File: src/rtl/digest_target_reader.sv
// digest_target_reader
//   Captures a 256-bit digest, a 256-bit difficulty target and a nonce on a
//   hash_valid pulse. It then compares digest against target one 32-bit word
//   per cycle, most-significant word first, and reports whether
//   digest < target. With STREAM_EN=1 the captured digest is then sent out
//   as eight 32-bit words over a valid/ready stream.
//
// Ports
//   clock, reset         rising-edge clock, asynchronous active-low reset
//   hash_valid           one-cycle capture strobe for HASH/target/nonce_in
//   HASH, target         {w0..w7}, w0 (MSW) in [255:224]
//   nonce_in             nonce tied to HASH
//   busy                 state != IDLE
//   result_valid         one-cycle pulse when the comparison is decided
//   hit, hit_nonce       decision (held), nonce of the last hit
//   word_*               digest stream (valid/ready, index, last)
//   drop_count           saturating count of hash_valid pulses ignored while busy
module digest_target_reader #(
    parameter bit STREAM_EN = 1'b1
) (
    input  logic         clock,
    input  logic         reset,
    input  logic         hash_valid,
    input  logic [255:0] HASH,
    input  logic [255:0] target,
    input  logic [31:0]  nonce_in,
    output logic         busy,
    output logic         result_valid,
    output logic         hit,
    output logic [31:0]  hit_nonce,
    output logic         word_valid,
    input  logic         word_ready,
    output logic [31:0]  word,
    output logic [2:0]   word_index,
    output logic         word_last,
    output logic [7:0]   drop_count
);

    typedef enum logic [1:0] {IDLE, COMPARE, STREAM} state_t;

    state_t state, state_nxt;

    // Packed as [7:0][31:0] so element 7 is the MSW; word k lives at [~k].
    logic [7:0][31:0] hash_q;
    logic [7:0][31:0] target_q;
    logic [31:0]      nonce_q;
    logic [2:0]       cnt;       // compare word k, then stream index

    logic [31:0] hash_w, target_w;
    logic        lt, gt, decide, xfer;

    assign hash_w   = hash_q[~cnt];
    assign target_w = target_q[~cnt];
    assign lt       = hash_w < target_w;
    assign gt       = hash_w > target_w;
    // Word 7 decides even when equal: all-equal means not strictly less.
    assign decide   = (state == COMPARE) && (lt || gt || (cnt == 3'd7));
    assign xfer     = (state == STREAM) && word_ready;

    always_ff @(posedge clock or negedge reset) begin
        if (!reset) state <= IDLE;
        else        state <= state_nxt;
    end

    always_comb begin
        state_nxt = state;
        case (state)
            IDLE:    if (hash_valid) state_nxt = COMPARE;
            COMPARE: if (decide)     state_nxt = STREAM_EN ? STREAM : IDLE;
            STREAM:  if (xfer && (cnt == 3'd7)) state_nxt = IDLE;
            default: state_nxt = IDLE;
        endcase
    end

    always_ff @(posedge clock or negedge reset) begin
        if (!reset) begin
            hash_q       <= '0;
            target_q     <= '0;
            nonce_q      <= '0;
            cnt          <= '0;
            result_valid <= 1'b0;
            hit          <= 1'b0;
            hit_nonce    <= '0;
            drop_count   <= '0;
        end else begin
            result_valid <= decide;
            if (state == IDLE && hash_valid) begin
                hash_q   <= HASH;
                target_q <= target;
                nonce_q  <= nonce_in;
                cnt      <= '0;
            end
            if (decide) begin
                hit <= lt;
                if (lt) hit_nonce <= nonce_q;
                cnt <= '0;                 // stream starts at h0
            end else if (state == COMPARE) begin
                cnt <= cnt + 3'd1;
            end
            // Index 7 wraps back to 0, leaving IDLE with a clean counter.
            if (xfer) cnt <= cnt + 3'd1;
            // Includes the cycle of the final transfer: still STREAM here.
            if (hash_valid && state != IDLE && drop_count != 8'hFF)
                drop_count <= drop_count + 8'd1;
        end
    end

    assign busy       = (state != IDLE);
    assign word_valid = (state == STREAM);
    assign word_index = word_valid ? cnt : 3'd0;
    assign word       = word_valid ? hash_w : 32'd0;
    assign word_last  = word_valid && (cnt == 3'd7);

endmodule

File: config.mk
export PLATFORM = sky130hd
export DESIGN_NAME = digest_target_reader
export DESIGN_NICKNAME = d
export VERILOG_FILES = /design/src/rtl/digest_target_reader.sv
export SDC_FILE = /design/constraint.sdc
export NUM_CORES = 1
export LEC_CHECK = 0
export CAP_MARGIN = 15
export CORE_UTILIZATION = 35
export CTS_CLUSTER_DIAMETER = 30
export CTS_CLUSTER_SIZE = 40
export DETAILED_ROUTE_END_ITERATION = 8
export GPL_ROUTABILITY_DRIVEN = 0
export HOLD_SLACK_MARGIN = 0.1
export MAX_ROUTING_LAYER = met4
export SKIP_CTS_REPAIR_TIMING = 1
export SLEW_MARGIN = 0
export SYNTH_ARGS = -nofsm -noshare
export SYNTH_HDL_FRONTEND = slang
export SYNTH_SLANG_ARGS = --single-unit
File: constraint.sdc
create_clock -name clock -period 5 [get_ports clock]
set_input_delay 1 -clock clock [delete_from_list [all_inputs] [get_ports clock]]
set_output_delay 1 -clock clock [all_outputs]
set_load 0.1 [all_outputs]
==> results of run 1 <==
state kept, by name, summed over array words and instances, names as in the netlist:
signal        count
hash_q          256
target_q        256
hit_nonce        32
nonce_q          32
drop_count        8
cnt               3
state             2
hit               1
result_valid      1
cell usage after synthesis (8+ instances only):
library cell	count	share of area
nand2_1	15	0.0021
buf_2	67	0.013
buf_1	12	0.0017
mux2i_1	32	0.012
mux4_2	128	0.11
a21oi_1	12	0.0023
o21ai_0	8	0.0015
dfrtp_1	591	0.56
ha_1	35	0.016
nor2_1	8	0.0011
nand4_1	10	0.0024
and2_1	35	0.0082
clkbuf_1	23	0.0032
mux2_2	608	0.26
layer usage:
layer | wire [microns] | part of all wire | track usage | up-vias
li1 | - | - | - | 7692
met1 | 33900 | 0.41 | 0.262 | 8849
met2 | 39500 | 0.48 | 0.337 | 553
met3 | 6790 | 0.083 | 0.0846 | 120
met4 | 1800 | 0.022 | 0.0781 | 0
met5 | 0 | 0 | - | -
final cells by class:
| cell class | instances | area share |
|---|---|---|
| tap | 969 | 0.0306 |
| sequential | 591 | 0.373 |
| clock buffer | 198 | 0.106 |
| antenna | 52 | 0.00328 |
| inverter | 4 | 0.000379 |
| clock inverter | 75 | 0.0329 |
| timing repair buffer | 658 | 0.167 |
| multi-input combinational | 938 | 0.286 |
where the power goes:
group / switching, mW / internal (mW)
Clock: 3.09 / 7.23
Sequential: 1.44 / 7.27
Combinational: 6.22 / 5.71
Total: 10.8 / 20.2
worst min-delay path by stage:
stage	slack (ns)	cells after the start	endpoint
6_report	0.34	1	target_q[192]
5_1_grt	0.36	1	target_q[59]
4_1_cts	0.32	1	target_q[59]
3_5_place_dp	0.49	1	drop_count[4]
3_3_place_gp	0.47	1	hit_nonce[5]
2_1_floorplan	0.46	1	hit_nonce[5]
cell families (layout without fill, tap and decap cells):
| family | count (synthesis) | in the layout | synth area share |
|---|---|---|---|
| mux | 769 | 769 | 0.378 |
| flops | 591 | 591 | 0.556 |
| buf+inv | 110 | 935 | 0.0192 |
| simple gates | 88 | 88 | 0.0187 |
| compound gates | 39 | 39 | 0.00950 |
| fa+ha+maj | 35 | 35 | 0.0165 |
| xor+xnor | 7 | 7 | 0.00230 |
| other cells | 0 | 52 | 0 |
==> impl_metrics.py, run 1 <==
metrics = {
    "global_routing": {
        "grt_overflow_total": 0,
        "antenna_found_initial": 52,
        "grt_pass1_wl_microns": 121000,
        "grt_max_degree": 147,
        "grt_pass1_vias": 19200,
        "grtUsageTotal": 0.219,
    },
    "logic_synthesis": {
        "ys.flop_type": "dfrtp_1",
        "avgSynthCellArea_sq_um": 16.2,
        "async_reset_ff_frac": 1.00,
        "synth.distinct_cells": 43,
        "netlist_instances": 1639,
        "synth_nets": 2222,
        "ys_ff_latch": 591,
        "yosysSeqAreaShare": 0.556,
        "yosys_warnings": 0,
        "synth_edf_count": 0,
        "syn_area_sq_mm": 0.0266,
    },
    "setup_path": {
        "crit_slowest_cell": "dfrtp_4",
        "cp.arrival_ns": 4.85,
        "endpoint_kind": "flop",
        "endpoint": "hit_nonce[31]",
        "cp_max_fo": 51,
        "rrSetupSlack_ns": 0.74,
        "r2r_cells": 11,
        "critPathTopFamily": "multiplexers",
        "cp.required_ns": 5.60,
        "worst_path_most_repeated_cell": "buf_12",
        "reg2reg_to": "hit_nonce[31]",
        "cp.depth": 11,
        "worstSetupPathType": "reg2reg",
        "regToRegStartpoint": "cnt[1]",
        "crit_start": "cnt[1]",
        "worstPathCellList": "buf_12 -> mux4_2 -> mux2i_1 -> ha_1 -> a41oi_1 -> o21ai_0 -> a22oi_1 -> a31oi_1 -> nor2_4 -> buf_12 -> mux2_2",
        "critPathLaunchType": "flop",
        "cp_num_buf_inv": 2,
        "critPathMaxStageDelay_ns": 0.85,
    },
    "cts": {
        "htree_levels": 4,
        "clk_pin_slew_ns": 0.05,
        "cts_tree": "done",
        "cts_buffer_depth": 3,
        "clock_sinks": 591,
        "clkLatencyLatePin_ns": 0.73,
        "numCtsBuffers": 148,
        "root_buffer": "clkbuf_16",
    },
    "routing": {
        "drtIter0Drc": 775,
        "wirelength_microns": 82000,
        "dr.pass1.iters": 6,
        "vias": 17200,
        "remaining_drc_errors": 0,
        "vias_per_cell": 4.94,
        "post_drt_wl_per_cell_microns": 23.5,
        "antenna_left": 0,
    },
    "status": {
        "status": "completed",
    },
    "layout": {
        "nets": 2924,
        "n_fill_cell": 6149,
        "final_cell_mix": "mux2_2 (608), clkdlybuf4s50_1 (592), dfrtp_1 (588)",
        "final_layout_size_suffix_gt1_frac": 0.433,
        "post-route-util": 0.530,
        "final_cells": 3485,
        "multiInputGateArea_sq_mm": 0.0113,
        "layout_commonest_cell": "mux2_2",
        "syn_to_final_growth_pct": 48.9,
        "final_cell_area_sq_mm": 0.0396,
        "final-seq-area_sq_mm": 0.0148,
    },
    "place": {
        "port_buffers": 627,
        "dpl_cell_area_sq_mm": 0.0340,
        "dp_slack_ns": 0.641,
        "hpwl_microns": 59000,
        "dp_cells": 3160,
    },
    "sta": {
        "worst-slew-pin-transition_ns": 1.08,
        "finalWorstSetupSlack_ns": 0.742,
        "clock.fmax_mhz": 235,
        "period_minus_slack_ns": 4.26,
        "finalCritPeriodShare": 0.852,
        "slew_violations": 0,
        "fin_tns_setup_ns": 0,
        "relSlewSlack": 0.279,
        "timing.hold.ws_ns": 0.342,
        "rsz0062_at_grt": "false",
        "finalSetupViolations": 0,
        "skew_ns": 0.0537,
        "hold_viol": 0,
    },
    "power_and_ir_drop": {
        "finalPower_mw": 31.0,
        "irDropWorstVdd_uv": 627,
        "power.leakage_nw": 15.9,
        "power.density_mw_per_mm2": 781,
    },
    "floorplanning": {
        "core-area_sq_mm": 0.0748,
        "dieArea_sq_mm": 0.0771,
        "die_y_microns": 278,
        "floorplan.rows": 100,
        "die-width_microns": 278,
        "initial_core_util": 0.356,
        "ioPinCount": 628,
    },
    "flow_run": {
        "max_cap_violations": 0,
    },
    "min_path": {
        "min_path_type": "in2async",
    },
}
Note: power is estimated with default switching activity, not from simulation.
==> run 2, diff against run 1 <==
--- a/config.mk
+++ b/config.mk
@@ -14,7 +14,6 @@
 export HOLD_SLACK_MARGIN = 0.1
 export MAX_ROUTING_LAYER = met4
 export SKIP_CTS_REPAIR_TIMING = 1
-export SLEW_MARGIN = 0
 export SYNTH_ARGS = -nofsm -noshare
 export SYNTH_HDL_FRONTEND = slang
 export SYNTH_SLANG_ARGS = --single-unit
==> constraint.sdc (replaced) <==
create_clock -name clock -period 4.9 [get_ports clock]
set_input_delay 0.98 -clock clock [delete_from_list [all_inputs] [get_ports clock]]
set_output_delay 0.98 -clock clock [all_outputs]
set_load 0.1 [all_outputs]
==> impl_metrics.py, run 2 (synthesis gave the netlist of run 1 again) <==
metrics = {
    "layout": {
        "final_cells": 3524,
        "nets": 2973,
        "layout_commonest_cell": "mux2_2",
        "post-route-util": 0.532,
        "n_fill_cell": 6072,
        "final_layout_size_suffix_gt1_frac": 0.443,
        "top_regs": "hash_q (256), target_q (256)",
        "syn_to_final_growth_pct": 49.7,
        "final_cell_mix": "mux2_2 (608), clkdlybuf4s50_1 (592), dfrtp_1 (588)",
    },
    "power_and_ir_drop": {
        "finalPower_mw": 32.0,
        "power.density_mw_per_mm2": 803,
        "irDropWorstVdd_uv": 519,
        "power.leakage_nw": 16.1,
    },
    "setup_path": {
        "rrSetupSlack_ns": 0.40,
        "cp.required_ns": 5.49,
        "reg2reg_to": "hit_nonce[19]",
        "cp.arrival_ns": 5.09,
        "critPathLaunchType": "flop",
        "crit_start": "cnt[0]",
        "r2r_cells": 12,
        "cp_max_fo": 26,
        "endpoint_kind": "flop",
        "endpoint": "hit_nonce[19]",
        "worstSetupPathType": "reg2reg",
        "regToRegStartpoint": "cnt[0]",
    },
    "routing": {
        "post_drt_wl_per_cell_microns": 23.6,
        "dr.pass1.iters": 4,
        "remaining_drc_errors": 0,
        "wirelength_microns": 83300,
        "vias_per_cell": 4.97,
        "drtIter0Drc": 843,
        "antenna_left": 0,
        "vias": 17500,
    },
    "sta": {
        "clock.fmax_mhz": 222,
        "finalCritPeriodShare": 0.918,
        "skew_ns": 0.0481,
        "fin_tns_setup_ns": 0,
        "finalSetupViolations": 0,
        "timing.hold.ws_ns": 0.299,
        "slew_violations": 0,
        "relSlewSlack": 0.244,
        "worst-slew-pin-transition_ns": 1.13,
        "hold_viol": 0,
        "period_minus_slack_ns": 4.50,
        "rsz0062_at_grt": "false",
    },
    "floorplanning": {
        "ioPinCount": 628,
        "die-width_microns": 278,
        "floorplan.rows": 100,
        "dieArea_sq_mm": 0.0771,
        "initial_core_util": 0.356,
        "die_y_microns": 278,
        "core-area_sq_mm": 0.0748,
    },
    "cts": {
        "clkLatencyLatePin_ns": 0.71,
        "clk_pin_slew_ns": 0.05,
        "htree_levels": 4,
        "numCtsBuffers": 146,
        "clock_sinks": 591,
        "cts_tree": "done",
        "root_buffer": "clkbuf_16",
        "cts_buffer_depth": 3,
    },
    "global_routing": {
        "grtUsageTotal": 0.225,
        "grt_pass1_wl_microns": 125000,
        "grt_max_degree": 122,
        "antenna_found_initial": 49,
        "grt_overflow_total": 0,
        "grt_pass1_vias": 19700,
    },
    "min_path": {
        "min_path_type": "in2async",
    },
    "flow_run": {
        "max_cap_violations": 0,
    },
    "place": {
        "dp_cells": 3211,
        "hpwl_microns": 60800,
        "port_buffers": 627,
    },
    "status": {
        "status": "completed",
    },
}
==> run 2: cell types whose count changed in the layout (fill, tap and decap cells not counted), moves of 2 or more <==
cell | before | now
clkbuf_1 | 18 | 15
clkbuf_8 | 32 | 23
clkinv_16 | 6 | 4
diode_2 | 52 | 50
buf_4 | 49 | 101
clkinv_8 | 6 | 1
inv_6 | 3 | 5
clkinv_2 | 19 | 21
==> run 2: power by group <==
part           internal (mW)  switching [mW]
clock                   7.27            3.11
sequential              7.42            1.46
combinational           6.24            6.51
==> run 2: layout make-up <==
| type | count | area (sq um) | share of cell area |
|---|---|---|---|
| sequential | 591 | 14800 | 0.372 |
| multi-input combinational | 938 | 11300 | 0.284 |
| timing repair buffer | 709 | 7000 | 0.176 |
| clock buffer | 187 | 4100 | 0.103 |
| clock inverter | 76 | 1250 | 0.0315 |
| tap | 969 | 1210 | 0.0304 |
| antenna | 50 | 125 | 0.00314 |
| inverter | 4 | 15.0 | 0.000377 |
==> run 2: per-stage QoR <==
step / worst slack (ns) / area, sq um
floorplan: 0.869 / 26600
global placement: 0.339 / 34400
detailed placement: 0.246 / 34400
CTS: 0.257 / 39700
global route: 0.0420 / 39800
finish: 0.400 / 39800
==> run 2: worst max-delay path: stages (launching register included) <==
cell	delay, ns
dfrtp_4	0.46
buf_12	0.22
buf_12	0.28
mux4_2	0.54
mux2_2	0.30
ha_1	0.33
nand4_1	0.15
nor4_1	0.09
a221oi_1	0.32
nand4_1	0.24
nor2_4	0.74
buf_4	0.31
mux2_2	0.35
==> run 2: worst min path at each step <==
stage,end,slack (ns),cells past startpoint
after detailed placement,nonce_q[27],0.49,1
after global routing,target_q[69],0.31,1
after floorplan,hit_nonce[5],0.46,1
final,target_q[69],0.30,1
after CTS,target_q[69],0.30,1
after global placement,drop_count[4],0.48,1
==> run 2: routing by layer <==
metal	wire (microns)	up-vias	share of wire	global-route usage
met5	0	-	0	-
met4	2180	0	0.026	0.0833
met3	6800	157	0.082	0.0829
met2	39800	591	0.48	0.344
met1	34500	9014	0.41	0.271
li1	-	7766	-	-
